**config.mk**
```make
export PLATFORM = sky130hd
export DESIGN_NAME = fp_operand_loader
export DESIGN_NICKNAME = d
export VERILOG_FILES = /design/src/rtl/fp_sys_pkg.sv /design/src/rtl/btn_debounce.sv /design/src/rtl/fp_operand_loader.sv
export SDC_FILE = /design/constraint.sdc
export NUM_CORES = 1
export LEC_CHECK = 0
export ABC_AREA = 1
export BUFFER_PORTS_ARGS = -buffer_cell sky130_fd_sc_hd__buf_4
export CAP_MARGIN = 20
export CORE_UTILIZATION = 45
export CTS_BUF_LIST = sky130_fd_sc_hd__clkbuf_8
export CTS_CLUSTER_DIAMETER = 40
export DETAILED_ROUTE_END_ITERATION = 12
export PLACE_DENSITY = 0.67
export SYNTH_ARGS = -nofsm -noshare
export SYNTH_HDL_FRONTEND = slang
export SYNTH_HIERARCHICAL = 1
export SYNTH_SLANG_ARGS = --single-unit
```
**constraint.sdc**
```tcl
create_clock -name clk -period 1.7 [get_ports clk]
set_input_delay 0.255 -clock clk [delete_from_list [all_inputs] [get_ports clk]]
set_output_delay 0.255 -clock clk [all_outputs]
set_load 0.02 [all_outputs]
```
**src/rtl/fp_sys_pkg.sv**
```systemverilog
// Shared constants for the FP-adder board: phase encoding, operand geometry
// and the power-on operand pair used when FPLD_DEFAULT_OPS_EN is defined.
package fp_sys_pkg;

   localparam int unsigned FP_W           = 32;
   localparam int unsigned NIBBLES_PER_OP = 8;

   localparam logic [1:0] PH_LOAD_A = 2'd0;
   localparam logic [1:0] PH_LOAD_B = 2'd1;
   localparam logic [1:0] PH_DONE   = 2'd2;

   typedef enum logic [1:0] {
      ST_LOAD_A = PH_LOAD_A,
      ST_LOAD_B = PH_LOAD_B,
      ST_DONE   = PH_DONE
   } phase_e;

   localparam logic [FP_W-1:0] DEF_OP_A = 32'h6b64b235;
   localparam logic [FP_W-1:0] DEF_OP_B = 32'h6ac49214;

endpackage

```
**src/rtl/btn_debounce.sv**
```systemverilog
// Push-button conditioner: 2-FF synchronizer, stable-count debounce and a
// single-cycle press pulse on the debounced rising edge.
module btn_debounce #(
   parameter int DEBOUNCE_CYCLES = 500000
) (
   input  logic clk,
   input  logic rst,
   input  logic btn_noisy,
   output logic db_level,
   output logic press
);

   localparam int CNT_W = $clog2(DEBOUNCE_CYCLES + 1);

   logic             sync1_q;
   logic             btn_s_q;
   logic             db_q;
   logic             db_dly_q;
   logic [CNT_W-1:0] cnt_q;

   always_ff @(posedge clk or negedge rst) begin
      if (!rst) begin
         sync1_q  <= 1'b0;
         btn_s_q  <= 1'b0;
         db_q     <= 1'b0;
         db_dly_q <= 1'b0;
         cnt_q    <= '0;
      end else begin
         sync1_q  <= btn_noisy;
         btn_s_q  <= sync1_q;
         db_dly_q <= db_q;
         // Any sample matching the accepted level restarts the stability window.
         if (btn_s_q == db_q) begin
            cnt_q <= '0;
         end else if (cnt_q == CNT_W'(DEBOUNCE_CYCLES - 1)) begin
            db_q  <= ~db_q;
            cnt_q <= '0;
         end else begin
            cnt_q <= cnt_q + CNT_W'(1);
         end
      end
   end

   assign db_level = db_q;
   assign press    = db_q & ~db_dly_q;

endmodule

```
**src/rtl/fp_operand_loader.sv**
```systemverilog
// Loads two 32-bit FP operands one hex nibble per button press, MSB first.
// Define FPLD_DEFAULT_OPS_EN to power up in DONE holding a default operand pair.
module fp_operand_loader
   import fp_sys_pkg::*;
#(
   parameter int DEBOUNCE_CYCLES = 500000
) (
   input  logic        clk,
   input  logic        rst,
   input  logic        btn_noisy,
   input  logic [3:0]  sw,
   output logic [31:0] op_a,
   output logic [31:0] op_b,
   output logic        ops_valid,
   output logic        ops_start,
   output logic [1:0]  phase,
   output logic [2:0]  nib_idx,
   output logic [3:0]  cur_nib
);

`ifdef FPLD_DEFAULT_OPS_EN
   localparam phase_e          RST_PHASE = ST_DONE;
   localparam logic [FP_W-1:0] RST_OP_A  = DEF_OP_A;
   localparam logic [FP_W-1:0] RST_OP_B  = DEF_OP_B;
   localparam logic            RST_VALID = 1'b1;
   localparam logic            RST_BOOT  = 1'b1;
`else
   localparam phase_e          RST_PHASE = ST_LOAD_A;
   localparam logic [FP_W-1:0] RST_OP_A  = '0;
   localparam logic [FP_W-1:0] RST_OP_B  = '0;
   localparam logic            RST_VALID = 1'b0;
   localparam logic            RST_BOOT  = 1'b0;
`endif

   localparam logic [2:0] LAST_NIB = 3'(NIBBLES_PER_OP - 1);

   logic            press;
   logic            db_level_unused;
   phase_e          phase_q;
   logic [FP_W-1:0] op_a_q;
   logic [FP_W-1:0] op_b_q;
   logic [2:0]      nib_idx_q;
   logic [3:0]      cur_nib_q;
   logic            ops_valid_q;
   logic            ops_start_q;
   logic            boot_q;

   btn_debounce #(
      .DEBOUNCE_CYCLES(DEBOUNCE_CYCLES)
   ) u_btn (
      .clk      (clk),
      .rst      (rst),
      .btn_noisy(btn_noisy),
      .db_level (db_level_unused),
      .press    (press)
   );

   always_ff @(posedge clk or negedge rst) begin
      if (!rst) begin
         phase_q     <= RST_PHASE;
         op_a_q      <= RST_OP_A;
         op_b_q      <= RST_OP_B;
         nib_idx_q   <= '0;
         cur_nib_q   <= '0;
         ops_valid_q <= RST_VALID;
         ops_start_q <= 1'b0;
         boot_q      <= RST_BOOT;
      end else begin
         ops_start_q <= boot_q;
         boot_q      <= 1'b0;
         case (phase_q)
            ST_LOAD_A: if (press) begin
               op_a_q    <= {op_a_q[FP_W-5:0], sw};
               cur_nib_q <= sw;
               nib_idx_q <= nib_idx_q + 3'd1;
               if (nib_idx_q == LAST_NIB) phase_q <= ST_LOAD_B;
            end
            ST_LOAD_B: if (press) begin
               op_b_q    <= {op_b_q[FP_W-5:0], sw};
               cur_nib_q <= sw;
               nib_idx_q <= nib_idx_q + 3'd1;
               if (nib_idx_q == LAST_NIB) begin
                  phase_q     <= ST_DONE;
                  ops_valid_q <= 1'b1;
                  ops_start_q <= 1'b1;
               end
            end
            ST_DONE: if (press) begin
               phase_q     <= ST_LOAD_A;
               op_a_q      <= '0;
               op_b_q      <= '0;
               nib_idx_q   <= '0;
               cur_nib_q   <= '0;
               ops_valid_q <= 1'b0;
            end
            // Unused encoding recovers without waiting for a press.
            default: begin
               phase_q     <= ST_LOAD_A;
               op_a_q      <= '0;
               op_b_q      <= '0;
               nib_idx_q   <= '0;
               cur_nib_q   <= '0;
               ops_valid_q <= 1'b0;
            end
         endcase
      end
   end

   assign op_a      = op_a_q;
   assign op_b      = op_b_q;
   assign ops_valid = ops_valid_q;
   assign ops_start = ops_start_q;
   assign phase     = phase_q;
   assign nib_idx   = nib_idx_q;
   assign cur_nib   = cur_nib_q;

endmodule

```
# Word level (Yosys, flattened, before mapping)
# Cells that the tools add are included.
# word_totals
out_inout_bits,75
input_bits,7
regBits,98
# op_classes
n_eq_ne,11
n_mux,26
add_sub_neg,2
reduce_logical,8
bitwise_logic,6
# op_table
operator,count
case mux 32 bit (3 select lines),2
two-way mux 32 bit,3
two-way mux 19 bit,2
"adder 19 x 1 -> 19 bit, second input constant",1
"== test 19 bit, second input constant",1
two-way mux 2 bit,5
"!= test 2 bit, second input constant",5
two-way mux 4 bit,2
case mux 4 bit (2 select lines),1
two-way mux 1 bit,6
two-way mux 3 bit,2
case mux 2 bit (3 select lines),1
case mux 3 bit (2 select lines),1
AND reduction 3 bit,2
NOT 1 bit,5
AND reduction 5 bit,1
AND reduction 2 bit,2
AND reduction 4 bit,1
"adder 3 x 1 -> 3 bit, second input constant",1
"== test 3 bit, second input constant",1
case mux 1 bit (3 select lines),1
"== test 2 x 1 -> 1 bit, second input constant",1
"== test 2 bit, second input constant",1
zero test 2 bit,1
other kinds (4),4

# Logic depth before layout (Yosys ltp)
# logic_depth
ltp_word,4
ltp_mapped,9
depth_no_buf,8

# By module
# The synthesis kept the hierarchy.
# by_module_without_submodules
mod,cells_each,seq_area_each_um2,n_inst,area_per_inst_um2
fp_operand_loader,295,1876.8,1,2961.6
btn_debounce,150,575.6,1,1216.2

# Worst setup path after synthesis
# No wires, ideal clock.
# synth_timing
path_kind,register to register
startpoint,"register u_btn.db_q, in the netlist u_btn/db_level"
endpoint,"register op_a_q[7], in the netlist op_a[7]"
required_time_ns,1.575
stages_incl_launch_ff,8
setup_time_ns,0.125
path_slack_ns,0.344
n_path_buf,2
arrival_ns,1.231
period_less_slack_ns,1.356
cell_sequence,dfrtp_1 inv_1 nor2_1 buf_4 inv_2 o21ai_2 buf_8 o22ai_1
# synth_between
elab_chain_len,3
# synth_lines
item,line_no,rtl
from (decl),btn_debounce.sv:17,logic db_q;
from (signal assigned),btn_debounce.sv:36,db_q <= ~db_q;
bitwise AND 1 bit *,btn_debounce.sv:45,assign press = db_q & ~db_dly_q;
named net press,fp_operand_loader.sv:37,logic press;
!= test 2 bit (no source line),--,
AND reduction 3 bit (no source line) *,--,
to (signal assigned),fp_operand_loader.sv:73,"op_a_q <= {op_a_q[FP_W-5:0], sw};"
to (decl),fp_operand_loader.sv:40,logic [FP_W-1:0] op_a_q;
# The timed path passes the listed nets; every way through them passes the cells marked *.
# A chain may end at the register's enable or synchronous reset.

# Final worst setup path
# layout_timing
startpoint,"register u_btn.db_q, in the netlist u_btn/db_level"
endpoint,"register phase_q[1], in the netlist phase[1]"
# layout_between
elab_chain_len,3
# layout_lines
item,line_no,rtl
bitwise AND 1 bit *,btn_debounce.sv:45,
named net press,fp_operand_loader.sv:37,
!= test 2 bit (no source line),--,
AND reduction 5 bit (no source line) *,--,
to (signal assigned),fp_operand_loader.sv:60,phase_q <= RST_PHASE;
to (signal assigned),fp_operand_loader.sv:76,if (nib_idx_q == LAST_NIB) phase_q <= ST_LOAD_B;
to (signal assigned),fp_operand_loader.sv:83,phase_q <= ST_DONE;
to (decl),fp_operand_loader.sv:39,phase_e phase_q;
# Marked as above.

==> metrics <==
worst hold path class=primary input to flop; r2r startpoint=u_btn/db_level; Period Utilization, post-route=82.9%; library cells used by synthesis=32; die height=98.4 µm; Placed Area=4880 µm²; via count=3172; Mapped Cells=445; antenna violations before repair=0; average wire per standard cell=13.4 µm; Num CTS Buffers=9; Fmax=709 MHz; Hold Path Cell Cnt=3; final hold vios=0; R2R Setup Slk=0.29 ns; Root Driver=clkbuf_8; die area=9670 µm²; clk buf depth=2; CTS resizes=0; DRT antenna net count=0; first-pass GRT wire length=14600 µm; Synth area leader=dfrtp_1; n_diodes=0; top cell type's share of synthesized area=58.7%; largest net degree at the start of global routing=36; yosys warns=6; vias in the first global route=3050; critical path class=flop to flop; Clock Sinks=98; violated checks=DRC; top cells by area, synth=dfrtp_1 (59%), nand2_1 (8.6%), nand3_1 (5.8%); Sum Neg Setup Slack=0 ns; CTS tree=yes; Worst-Skew Late Latency=0.36 ns; peak per-stage delay on the critical path=0.44 ns; PD cells=769 nW/µm²; Reg-to-Reg End=phase[1]; status=finished with violations; CP arrival=1.68 ns; grt ovf=0; RSZ-0062 raised after global routing=false; input/output buffers=81; min cycle time layout=1.41 ns; CP endpoint kind=flop; Worst Min Path Start=sw[0]; H-tree Lvls=3; fraction of layout cells with a size suffix above 1=24.2%; Max-Cap Viols=0; peak supply drop=391 µV; hold path endpoint=op_b[0]; First-pass DRT Iterations=8; register area share after synthesis=58.7%; DRT iter0 DRCs=224; Syn Nets=455; cells along the critical path=inv_1 -> nor2_2 -> buf_4 -> nand2_1 -> inv_1 -> nand2_1 -> o31ai_1; Worst Skew=0.0125 ns; CP max stage cell=dfrtp_1; final setup fails=0; Total GRT Usage=19.1%; DR DRC count=5; initial cell density of the core=47.2%; clock-pin slew on the worst setup and hold paths=0.10 ns; final std cell area, no fill=5090 µm²; worst-margin pin slew=0.433 ns; Max Slew Vio Count=0; Vias per Instance=4.94; Slew headroom=71.1%; syn avg cell area=9.39 µm²; Core ar.=8850 µm²; Final HPWL DP=6020 µm; GP Congestion=0.842; register bit count reported by yosys=98; Static Leak=2.64 nW; worst-path fanout max=31; Register-to-Register Path Depth=7; crit start category=flop; Synth-to-Final Area Change=21.9%; Post-Route WL=8630 µm; FP Rows=34; io pins=82; Critical Path RT=1.97 ns; Final Net Count=539; Die Span X=98.4 µm; Synth Cell Area=4180 µm²
-- layout make-up --
cell class	instances	area (µm²)
clock buffers	10	138
clock inverters	6	58.8
fillers	771	3750
inverters	64	240
multi-input cells	267	1360
flip-flops and latches	98	2450
well taps	108	135
repair buffers	89	711
-- worst max-delay path by stage --
stage,startpoint,end,slack (ns),cells after the start
5_1_grt,u_btn/db_level,phase[1],0.14,7
6_report,u_btn/db_level,phase[1],0.29,7
3_5_place_dp,u_btn/db_level,phase[1],0.28,7
3_3_place_gp,u_btn/db_level,phase[1],0.32,7
4_1_cts,u_btn/db_level,phase[1],0.25,7
2_1_floorplan,u_btn/db_level,op_a[7],0.34,7
-- timing repair --
action | in CTS | in global routing
endpoints found under the hold margin | 30 | 0
buffers inserted | 0 | 0
hold buffers | 2 | 0
-- metrics by stage --
| step | worst slack, ns | cells | util, % | power [mW] | hold WS, ns |
|---|---|---|---|---|---|
| 2_1_floorplan | 0.344 | 445 | - | 2.41 | -0.0406 |
| 3_3_place_gp | 0.315 | 624 | 55.1 | 2.48 | 0.217 |
| 3_5_place_dp | 0.282 | 624 | 55.1 | 2.49 | 0.226 |
| 4_1_cts | 0.255 | 642 | 57.6 | 3.95 | 0.163 |
| 5_1_grt | 0.136 | 642 | 57.6 | 4.07 | 0.164 |
| 6_report | 0.290 | 642 | 57.6 | 3.92 | 0.177 |
-- layout by cell type (no fill, tap or decap), types with 2 or more instances in the layout --
cell type / n
o21ai_1: 7
nand2_1: 96
clkinv_4: 2
buf_4: 84
a21oi_1: 4
ha_1: 3
xnor2_1: 2
dfrtp_1: 98
nor3_1: 2
nor2_4: 3
nand4_1: 2
xor2_1: 6
clkbuf_8: 10
nand3_1: 48
o22ai_1: 31
inv_6: 2
nand2_2: 4
inv_2: 5
nor2_1: 35
nor2_2: 6
nand2_4: 3
inv_1: 59
dlygate4sd3_1: 2
buf_12: 3
o21ai_0: 7
-- state kept, by name, summed over array words and instances (netlist names) --
signal,count
u_btn/db_level,1
u_btn/btn_s_q,1
op_a,32
ops_valid,1
cur_nib,4
u_btn/db_dly_q,1
ops_start,1
u_btn/cnt_q,19
nib_idx,3
u_btn/sync1_q,1
op_b,32
phase,2
-- cells in the mapped netlist (all sizes together) --
library cell and n:
a21oi 4, nand3 49, buf 14, xor2 7, nor3 2, nand2 103, dfrtp 98, o22ai 32
nor3b 2, clkbuf 2, o31ai 1, nor2 44, ha 3, o21a 1, xnor2 2, nand4 2
inv 64, o21ai 15
-- metal layers --
| layer | share of wire, % | vias to the layer above | GRT usage [%] |
|---|---|---|---|
| met4 | 1.7 | 0 | 6.77 |
| met5 | 0 | - | 0 |
| met3 | 6.9 | 13 | 6.37 |
| met2 | 46 | 86 | 29.4 |
| met1 | 45 | 1478 | 25.5 |
| li1 | - | 1595 | - |
-- power by group --
group          internal [mW]  total [mW]  switching [mW]
Sequential              2.34        2.34         0.00508
Combinational         0.0290      0.0965          0.0675
Clock                  0.601        1.48           0.878
Total                   2.97        3.92           0.950
-- critical path, delay by kind of cell (launching register included) --
| kind | cells | cell delay (ns) |
|---|---|---|
| buf+inv | 3 | 0.46 |
| flops | 1 | 0.44 |
| compound gates | 1 | 0.08 |
| simple gates | 3 | 0.34 |
-- logic make-up (layout without fill, tap and decap cells) --
family / after synthesis / in the layout / synth area share, %
adders and majority gates: 3 / 3 / 0.899
xor gates and xnor gates: 9 / 9 / 2.07
buffers and inverters: 80 / 169 / 8.83
DFF: 98 / 98 / 58.7
AOI/OAI and AO/OA: 53 / 53 / 7.67
and+or+nand+nor: 202 / 202 / 21.8
(Power assumes the default switching activity.)
